[src/rtl/alu_seq_if.sv]
// -----------------------------------------------------------------------------
// alu_seq_if
//
// Purpose: bundles the command handshake, the ALU operand/result bus, the
// architectural flags and the debug read port of alu_sequencer.
//
// Signals:
//   cmd_valid / cmd_ready        command handshake (accept when both high)
//   cmd_op[4:0]                  ALU opcode of the command
//   cmd_dst[1:0]                 register feeding A, also the write-back target
//   cmd_src[1:0]                 register feeding B
//   cmd_imm_sel, cmd_imm[7:0]    immediate B operand (only with ALU_SEQ_IMM_EN)
//   alu_a, alu_b[7:0], alu_op    registered operands/opcode to the ALU
//   alu_result[7:0], alu_cf/zf/sf  registered ALU outputs
//   done                         one-cycle pulse in the write-back cycle
//   cf, zf, sf                   architectural flags
//   rd_sel[1:0] / rd_data[7:0]   combinational debug read of the register file
//
// Modports: slave = the sequencer, master = the surrounding core / ALU side.
// -----------------------------------------------------------------------------
interface alu_seq_if;
    logic       cmd_valid;
    logic       cmd_ready;
    logic [4:0] cmd_op;
    logic [1:0] cmd_dst;
    logic [1:0] cmd_src;
    logic       cmd_imm_sel;
    logic [7:0] cmd_imm;

    logic [7:0] alu_a;
    logic [7:0] alu_b;
    logic [4:0] alu_op;
    logic [7:0] alu_result;
    logic       alu_cf;
    logic       alu_zf;
    logic       alu_sf;

    logic       done;
    logic       cf;
    logic       zf;
    logic       sf;

    logic [1:0] rd_sel;
    logic [7:0] rd_data;

    modport slave (
        input  cmd_valid, cmd_op, cmd_dst, cmd_src, cmd_imm_sel, cmd_imm,
        input  alu_result, alu_cf, alu_zf, alu_sf,
        input  rd_sel,
        output cmd_ready,
        output alu_a, alu_b, alu_op,
        output done, cf, zf, sf,
        output rd_data
    );

    modport master (
        output cmd_valid, cmd_op, cmd_dst, cmd_src, cmd_imm_sel, cmd_imm,
        output alu_result, alu_cf, alu_zf, alu_sf,
        output rd_sel,
        input  cmd_ready,
        input  alu_a, alu_b, alu_op,
        input  done, cf, zf, sf,
        input  rd_data
    );
endinterface

[src/rtl/alu_sequencer.sv]
// -----------------------------------------------------------------------------
// alu_sequencer
//
// Purpose: operand-fetch and write-back stage around the 8-bit registered ALU.
// Holds a 4 x 8-bit register file, accepts one register-to-register command
// at a time (IDLE -> EXEC -> WB -> IDLE, one command per 3 cycles), drives the
// ALU operands, waits out the ALU's one-cycle latency, then writes the result
// back and latches the flags.
//
// Parameters:
//   IDLE_OP   opcode driven to the ALU when nothing is in flight; it must hit
//             the ALU's default branch so the ALU keeps its result and CF.
//
// Ports:
//   clk       system clock (shared with the ALU)
//   reset     synchronous, active-high
//   bus       alu_seq_if.slave: command handshake, ALU bus, flags, debug read
//
// Configuration macro:
//   ALU_SEQ_IMM_EN  when defined, cmd_imm_sel=1 selects cmd_imm as operand B;
//                   when undefined, B is always rf[cmd_src] and the immediate
//                   inputs are ignored.
// -----------------------------------------------------------------------------
module alu_sequencer #(
    parameter logic [4:0] IDLE_OP = 5'b01111
) (
    input  logic      clk,
    input  logic      reset,
    alu_seq_if.slave  bus
);

    typedef enum logic [1:0] {
        ST_IDLE = 2'd0,
        ST_EXEC = 2'd1,
        ST_WB   = 2'd2
    } state_e;

    // CMP and TST share op[4:1]; they update flags but never write a register.
    localparam logic [3:0] OP_CMP_TST_HI = 4'b0101;

    state_e     state_q;
    logic [7:0] rf_q [4];
    logic [7:0] alu_a_q;
    logic [7:0] alu_b_q;
    logic [4:0] alu_op_q;
    logic [1:0] dst_q;
    logic       wb_en_q;
    logic       done_q;
    logic       cf_q;
    logic       zf_q;
    logic       sf_q;

    logic [7:0] operand_b;

`ifdef ALU_SEQ_IMM_EN
    assign operand_b = bus.cmd_imm_sel ? bus.cmd_imm : rf_q[bus.cmd_src];
`else
    assign operand_b = rf_q[bus.cmd_src];

    // Immediate inputs exist on the interface but have no function here.
    logic unused_imm;
    assign unused_imm = ^{bus.cmd_imm_sel, bus.cmd_imm};
`endif

    // Single FSM process: state, operand registers, register file and flags
    // all advance together.
    always_ff @(posedge clk) begin
        if (reset) begin
            state_q  <= ST_IDLE;
            alu_a_q  <= '0;
            alu_b_q  <= '0;
            alu_op_q <= 5'b00000;      // ADD 0+0: the ALU settles to CF=0 ZF=1 SF=0
            dst_q    <= '0;
            wb_en_q  <= 1'b0;
            done_q   <= 1'b0;
            cf_q     <= 1'b0;
            zf_q     <= 1'b0;
            sf_q     <= 1'b0;
            // NOTE: the register file is four plain flops, so it is reset like
            // any other state; a RAM macro could not be cleared this way.
            for (int i = 0; i < 4; i++) begin
                rf_q[i] <= '0;
            end
        end else begin
            // NOTE: every assignment in this clocked process is non-blocking so
            // each right-hand side sees the pre-edge value of every register.
            case (state_q)
                ST_IDLE: begin
                    alu_op_q <= IDLE_OP;
                    if (bus.cmd_valid) begin
                        // dst==src reads the same pre-command value for A and B.
                        alu_a_q  <= rf_q[bus.cmd_dst];
                        alu_b_q  <= operand_b;
                        alu_op_q <= bus.cmd_op;
                        dst_q    <= bus.cmd_dst;
                        wb_en_q  <= (bus.cmd_op[4:1] != OP_CMP_TST_HI);
                        state_q  <= ST_EXEC;
                    end
                end

                ST_EXEC: begin
                    // The ALU captures the command at the end of this cycle.
                    // Switching to IDLE_OP right away stops it re-executing the
                    // command during WB, which for ADC/SBC/RCL/RCR would advance
                    // its internal carry past the value latched into cf.
                    alu_op_q <= IDLE_OP;
                    done_q   <= 1'b1;
                    state_q  <= ST_WB;
                end

                ST_WB: begin
                    done_q   <= 1'b0;
                    cf_q     <= bus.alu_cf;
                    zf_q     <= bus.alu_zf;
                    sf_q     <= bus.alu_sf;
                    if (wb_en_q) begin
                        rf_q[dst_q] <= bus.alu_result;
                    end
                    alu_op_q <= IDLE_OP;
                    state_q  <= ST_IDLE;
                end

                default: begin
                    done_q   <= 1'b0;
                    alu_op_q <= IDLE_OP;
                    state_q  <= ST_IDLE;
                end
            endcase
        end
    end

    // Ready only in IDLE and never while reset is asserted.
    assign bus.cmd_ready = (state_q == ST_IDLE) && !reset;

    // A reset that lands in WB aborts the command, so the pulse is suppressed.
    assign bus.done      = done_q && !reset;

    assign bus.alu_a     = alu_a_q;
    assign bus.alu_b     = alu_b_q;
    assign bus.alu_op    = alu_op_q;
    assign bus.cf        = cf_q;
    assign bus.zf        = zf_q;
    assign bus.sf        = sf_q;
    assign bus.rd_data   = rf_q[bus.rd_sel];

endmodule

[src/flat_wrapper.sv]
// flat-port wrapper written by rule: the top's interface ports become plain ports
module alu_sequencer_flat 
#(
    parameter logic [4:0] IDLE_OP = 5'b01111
)
  (clk, reset, bus_cmd_valid, bus_cmd_op, bus_cmd_dst, bus_cmd_src, bus_cmd_imm_sel, bus_cmd_imm, bus_alu_result, bus_alu_cf, bus_alu_zf, bus_alu_sf, bus_rd_sel, bus_cmd_ready, bus_alu_a, bus_alu_b, bus_alu_op, bus_done, bus_cf, bus_zf, bus_sf, bus_rd_data);
  alu_seq_if bus_i ();
  input  logic clk;
  input  logic reset;
  input wire logic [$bits(bus_i.cmd_valid)-1:0] bus_cmd_valid;
  input wire logic [$bits(bus_i.cmd_op)-1:0] bus_cmd_op;
  input wire logic [$bits(bus_i.cmd_dst)-1:0] bus_cmd_dst;
  input wire logic [$bits(bus_i.cmd_src)-1:0] bus_cmd_src;
  input wire logic [$bits(bus_i.cmd_imm_sel)-1:0] bus_cmd_imm_sel;
  input wire logic [$bits(bus_i.cmd_imm)-1:0] bus_cmd_imm;
  input wire logic [$bits(bus_i.alu_result)-1:0] bus_alu_result;
  input wire logic [$bits(bus_i.alu_cf)-1:0] bus_alu_cf;
  input wire logic [$bits(bus_i.alu_zf)-1:0] bus_alu_zf;
  input wire logic [$bits(bus_i.alu_sf)-1:0] bus_alu_sf;
  input wire logic [$bits(bus_i.rd_sel)-1:0] bus_rd_sel;
  output wire logic [$bits(bus_i.cmd_ready)-1:0] bus_cmd_ready;
  output wire logic [$bits(bus_i.alu_a)-1:0] bus_alu_a;
  output wire logic [$bits(bus_i.alu_b)-1:0] bus_alu_b;
  output wire logic [$bits(bus_i.alu_op)-1:0] bus_alu_op;
  output wire logic [$bits(bus_i.done)-1:0] bus_done;
  output wire logic [$bits(bus_i.cf)-1:0] bus_cf;
  output wire logic [$bits(bus_i.zf)-1:0] bus_zf;
  output wire logic [$bits(bus_i.sf)-1:0] bus_sf;
  output wire logic [$bits(bus_i.rd_data)-1:0] bus_rd_data;
  assign bus_i.cmd_valid = bus_cmd_valid;
  assign bus_i.cmd_op = bus_cmd_op;
  assign bus_i.cmd_dst = bus_cmd_dst;
  assign bus_i.cmd_src = bus_cmd_src;
  assign bus_i.cmd_imm_sel = bus_cmd_imm_sel;
  assign bus_i.cmd_imm = bus_cmd_imm;
  assign bus_i.alu_result = bus_alu_result;
  assign bus_i.alu_cf = bus_alu_cf;
  assign bus_i.alu_zf = bus_alu_zf;
  assign bus_i.alu_sf = bus_alu_sf;
  assign bus_i.rd_sel = bus_rd_sel;
  assign bus_cmd_ready = bus_i.cmd_ready;
  assign bus_alu_a = bus_i.alu_a;
  assign bus_alu_b = bus_i.alu_b;
  assign bus_alu_op = bus_i.alu_op;
  assign bus_done = bus_i.done;
  assign bus_cf = bus_i.cf;
  assign bus_zf = bus_i.zf;
  assign bus_sf = bus_i.sf;
  assign bus_rd_data = bus_i.rd_data;
  alu_sequencer #(.IDLE_OP(IDLE_OP)) u_core (.clk(clk), .reset(reset), .bus(bus_i));
endmodule
[config.mk]
export PLATFORM = sky130hd
export DESIGN_NAME = alu_sequencer_flat
export DESIGN_NICKNAME = d
export VERILOG_FILES = /design/src/rtl/alu_seq_if.sv /design/src/rtl/alu_sequencer.sv /design/src/flat_wrapper.sv
export SDC_FILE = /design/constraint.sdc
export NUM_CORES = 1
export LEC_CHECK = 0
export CORE_ASPECT_RATIO = 1.75
export CORE_MARGIN = 3
export CORE_UTILIZATION = 45
export DETAILED_ROUTE_END_ITERATION = 8
export DONT_BUFFER_PORTS = 1
export RECOVER_POWER = 50
export SLEW_MARGIN = 20
export SYNTH_ARGS = -nofsm -noshare
export SYNTH_HDL_FRONTEND = slang
export SYNTH_SLANG_ARGS = --single-unit
[constraint.sdc]
create_clock -name clk -period 3.6 [get_ports clk]
set_input_delay 0.9 -clock clk [delete_from_list [all_inputs] [get_ports clk]]
set_output_delay 0.9 -clock clk [all_outputs]
set_load 0.01 [all_outputs]
Word level (Yosys, flattened, before mapping)
Memories as Yosys holds them, arrays and structs flattened. A register that Yosys moved wholly into a read port is not among the register bits.
Cells that the tools add are included.
Widths: inputs -> output; s select.
{"block": "classes", "eq_ne": 4, "n_mux": 14, "bitwise_logic": 2, "n_reduce_logical": 7}
{"op": "$mux 4", "count": 2}
{"op": "$mux 8", "count": 1}
{"op": "$reduce_or 8->1", "count": 1}
{"op": "$mux 1", "count": 7}
{"op": "$mux 2", "count": 2}
{"op": "$ne 4x3->1 const B", "count": 1}
{"op": "$pmux 2 s2", "count": 1}
{"op": "$reduce_or 3->1", "count": 1}
{"op": "$eq 2x1->1 const B", "count": 1}
{"op": "$eq 2x2->1 const B", "count": 1}
{"op": "$logic_and 1x1->1", "count": 2}
{"op": "$logic_not 2->1", "count": 1}
{"op": "$ne 2x2->1 const B", "count": 1}
{"op": "$not 1->1", "count": 2}
{"op": "$pmux 1 s2", "count": 1}
{"op": "$reduce_and 2->1", "count": 1}
{"op": "$logic_not 1->1", "count": 1}
{"block": "totals", "ff_bits": 14, "ramBits": 32, "in_bits": 34, "out_inout_bits": 34, "mem_count": 1}
{"name": "u_core.rf_q", "depth": 4, "width": 8, "read_ports": 3, "rd_clocked_by_memory_dff": 2, "wr": 4, "line_no": "alu_sequencer.sv:42", "text": "logic [7:0] rf_q [4];"}

Depth between registers and ports, before layout
{"block": "logic_depth", "word_depth": 6, "ltp_mapped": 6, "depth_no_buf": 3}

Worst setup path after synthesis
Ideal clock, no wire load.
{"block": "synth_timing", "path_type": "input to output", "from": "input bus_rd_sel[0]", "to": "output bus_rd_data[0]", "arrival_ps": 1688, "path_slack_ps": 1012, "cell_stages": 2, "path_buffers": 1, "path_cell_list": "buf_2 -> mux4_2"}
{"block": "synth_via", "elab_chain_len": 1}
{"item": "from (decl)", "line_no": "flat_wrapper.sv:20", "text": "input wire logic [$bits(bus_i.rd_sel)-1:0] bus_rd_sel;"}
{"item": "$mem_v2 4x8"}
{"item": "to (decl)", "line_no": "flat_wrapper.sv:29", "text": "output wire logic [$bits(bus_i.rd_data)-1:0] bus_rd_data;"}
Every way passes these cells.

Final worst setup path
{"block": "layout_timing", "from": "input bus_rd_sel[0]", "to": "output bus_rd_data[6]"}
The elaborated chain is that of the path after synthesis.

==> flow_metrics.py <==
metrics = {
    "pwr": {
        "leakagePower_nw": 1.12,
        "p_sw_w": 0.000320,
        "pwr-share-seq_pct": 52.0,
        "power_frac_comb_pct": 6.4,
        "finalPower_w": 0.00155,
        "intPower_w": 0.00123,
        "vdd_drop_max_v": 0.000230,
        "p_clk_share_pct": 41.7,
        "powerDensity_nw_per_um2": 500,
        "power_switching_share_pct": 20.7,
    },
    "grt": {
        "grt_pass1_wl_mm": 8.71,
        "grt_pass1_vias": 1685,
        "grt-ovfl-total": 0,
        "track_usage_pct": 16.1,
        "antenna_found_initial": 0,
        "grt_max_degree": 37,
    },
    "die": {
        "row_count": 37,
        "dieHeight_um": 112,
        "die-area_um2": 7410,
        "ios": 68,
        "fp.coreArea_um2": 6020,
        "floorplan.initialDensity_pct": 47.7,
        "die_w_um": 66.4,
    },
    "worst_setup_path": {
        "startpoint_type": "input port",
        "required_ps": 2700,
        "crit_buf_inv": 0,
        "end_kind": "output port",
        "path_max_fanout": 8,
        "critPathKind": "in -> out",
        "worstPathCellList": "mux4_2",
        "arrival_ps": 1440,
        "slowest_delay_ps": 530,
        "path_delay_family": "multiplexers",
        "critical-path-slowest-cell": "mux4_2",
    },
    "timing": {
        "tightestPinTransition_ps": 784,
        "period_share_pct": 64.9,
        "period_minus_slack_ps": 2340,
        "hold_viol": 0,
        "maxSlewHeadroom_pct": 47.7,
        "maxSlewViolCount": 0,
        "fin_tns_setup_ps": 0,
        "skew_ps": 9.16,
        "setup_ws_ps": 1260,
        "rsz0062_at_grt": "false",
        "finalSetupViolCount": 0,
        "max_freq_mhz": 428,
    },
    "synth": {
        "netlist_instances": 226,
        "synth.top_cell.area_share_pct": 33.5,
        "synth-edff-count": 32,
        "synth_cell_types": 27,
        "async_flop_share_pct": 0,
        "yosysWarnings": 0,
        "ys_seq_elements": 62,
        "ys_top_cells_by_count": "36 x nand2_1, 33 x and2_1, 32 x edfxtp_1",
        "syn-cell-area_um2": 2870,
        "synth_top_cell_by_area": "edfxtp_1",
        "syn_avg_cell_area_um2": 12.7,
        "ys.flop_type": "edfxtp_1",
        "synth_fp_nets": 260,
        "synth_area_leaders": "edfxtp_1 33%, dfxtp_1 21%, mux4_2 19%",
        "synth_most_common_cell": "nand2_1",
        "seq_area_frac_synth_pct": 54.4,
    },
    "clock_tree": {
        "postCtsHoldBufs": 0,
        "cts_tree": "done",
        "ctsLongestPathBuffers": 2,
        "post_cts_buffers": 0,
        "cts_inserted_buffers": 9,
        "htree_num_levels": 3,
        "cts_root_buf": "clkbuf_8",
        "cts_resized": 0,
        "clk_latency_ps": 330,
        "clock-sinks": 62,
        "cts.clk_slew.worst_paths_ps": 70,
    },
    "run": {
        "maxCapViolCount": 0,
    },
    "detailed_routing": {
        "met3_length_um": 321,
        "dr_wl_met2_mm": 3.10,
        "drc_errors": 0,
        "wirelength_mm": 5.37,
        "ant_nets": 0,
        "met1_length_mm": 1.83,
        "viasPerCell": 5.53,
        "vias": 1675,
        "top_layer": "met4",
        "first_iter_violations": 70,
        "drtPass1Iterations": 4,
        "wl_per_cell_um": 17.7,
    },
    "final_layout": {
        "final_nets": 254,
        "regArea_um2": 1560,
        "multi_input_area_um2": 1210,
        "fin_util_pct": 51.5,
        "post-route-cell-area_um2": 3100,
        "drive_gt1_share_pct": 18.7,
        "n_fill_cell": 527,
        "area_delta_synth_final_pct": 7.94,
        "diodes": 0,
    },
    "outcome": {
        "status": "completed",
    },
    "placed_design": {
        "hpwl_mm": 4.33,
        "place_ws_ps": 916,
        "gp_congestion": 0.728,
        "port_buffers": 0,
        "placed_area_um2": 2880,
    },
    "worst_hold_path": {
        "hold_class": "reg -> reg",
    },
}
-- per-layer routing --
| layer | vias to the layer above | global-route usage (%) |
|---|---|---|
| met5 | - | 0 |
| met4 | 0 | 7.73 |
| met3 | 10 | 5.25 |
| met2 | 58 | 28.9 |
| met1 | 813 | 16.0 |
| li1 | 794 | - |
-- worst min-delay path, stage by stage, from the launching register on --
cell and delay, ps:
dfxtp_1 310, nor2_1 90, nor3_1 40
-- cell type report --
class | instances | area share, %
inverter | 1 | 0.121
clock inverter | 2 | 1.21
timing repair buffer | 1 | 0.121
clock buffer | 14 | 5.94
multi-input combinational | 145 | 39.0
tap | 78 | 3.15
sequential | 62 | 50.4
-- cells by family after synthesis --
group	Yosys count	synth area share (%)
multiplexers	27	19.9
buffers and inverters	19	3.45
flip-flops	62	54.4
AO/OA/AOI/OAI	20	3.75
AND/OR/NAND/NOR	98	18.5
-- worst paths after layout --
check	startpoint	end	slack, ps	depth (start not counted)
max	bus_rd_sel[0]	bus_rd_data[6]	1260	1
max reg2reg	u_core.state_q[0]$_SDFFE_PP0P_	u_core.rf_q[0][7]$_SDFFCE_PN0P_	1410	3
min	u_core.done_q$_SDFFE_PP0P_	u_core.done_q$_SDFFE_PP0P_	480	2
min reg2reg	u_core.done_q$_SDFFE_PP0P_	u_core.done_q$_SDFFE_PP0P_	480	2
-- registers in the layout (all words and copies together) (netlist names) --
name               flops
u_core.bus.alu_a       8
u_core.bus.alu_b       8
u_core.bus.alu_op      5
u_core.bus.cf          1
u_core.bus.sf          1
u_core.bus.zf          1
u_core.done_q          1
u_core.dst_q           2
u_core.rf_q           32
u_core.state_q         2
u_core.wb_en_q         1
-- placed cells by master (no fill, tap or decap) --
cell         n
clkbuf_8    11
nand2_1     36
nand2b_1     1
mux4_2      24
edfxtp_1    32
mux2i_1      3
clkinvlp_4   1
and2_1      29
or2_2        2
nor2b_1      1
nor4bb_4     1
nor3b_4      1
dfxtp_1     30
a21oi_1     18
nor3_1       2
or3b_1       1
clkbuf_1     3
clkbuf_16    1
a211oi_1     1
nor3b_1      2
and3b_1      2
and2_0       4
nor4bb_1     1
nor2_1      14
bufinv_16    1
inv_1        1
or2_1        1
a41o_1       1
-- stage by stage --
step,instances,hold slack [ps]
detailed placement,287,473
global route,303,512
CTS,303,486
finish,303,482
floorplan,226,464
global placement,287,472
-- power groups by stage --
| stage | sequential, W | combinational [W] | clock [W] |
|---|---|---|---|
| after floorplan | 0.000812 | 0.000105 | 0 |
| after global placement | 0.000818 | 0.0000986 | 0 |
| after detailed placement | 0.000821 | 0.000101 | 0 |
| after CTS | 0.000805 | 0.000101 | 0.000662 |
| after global routing | 0.000808 | 0.000108 | 0.000697 |
| final | 0.000805 | 0.0000984 | 0.000645 |
(Power assumes the default switching activity.)
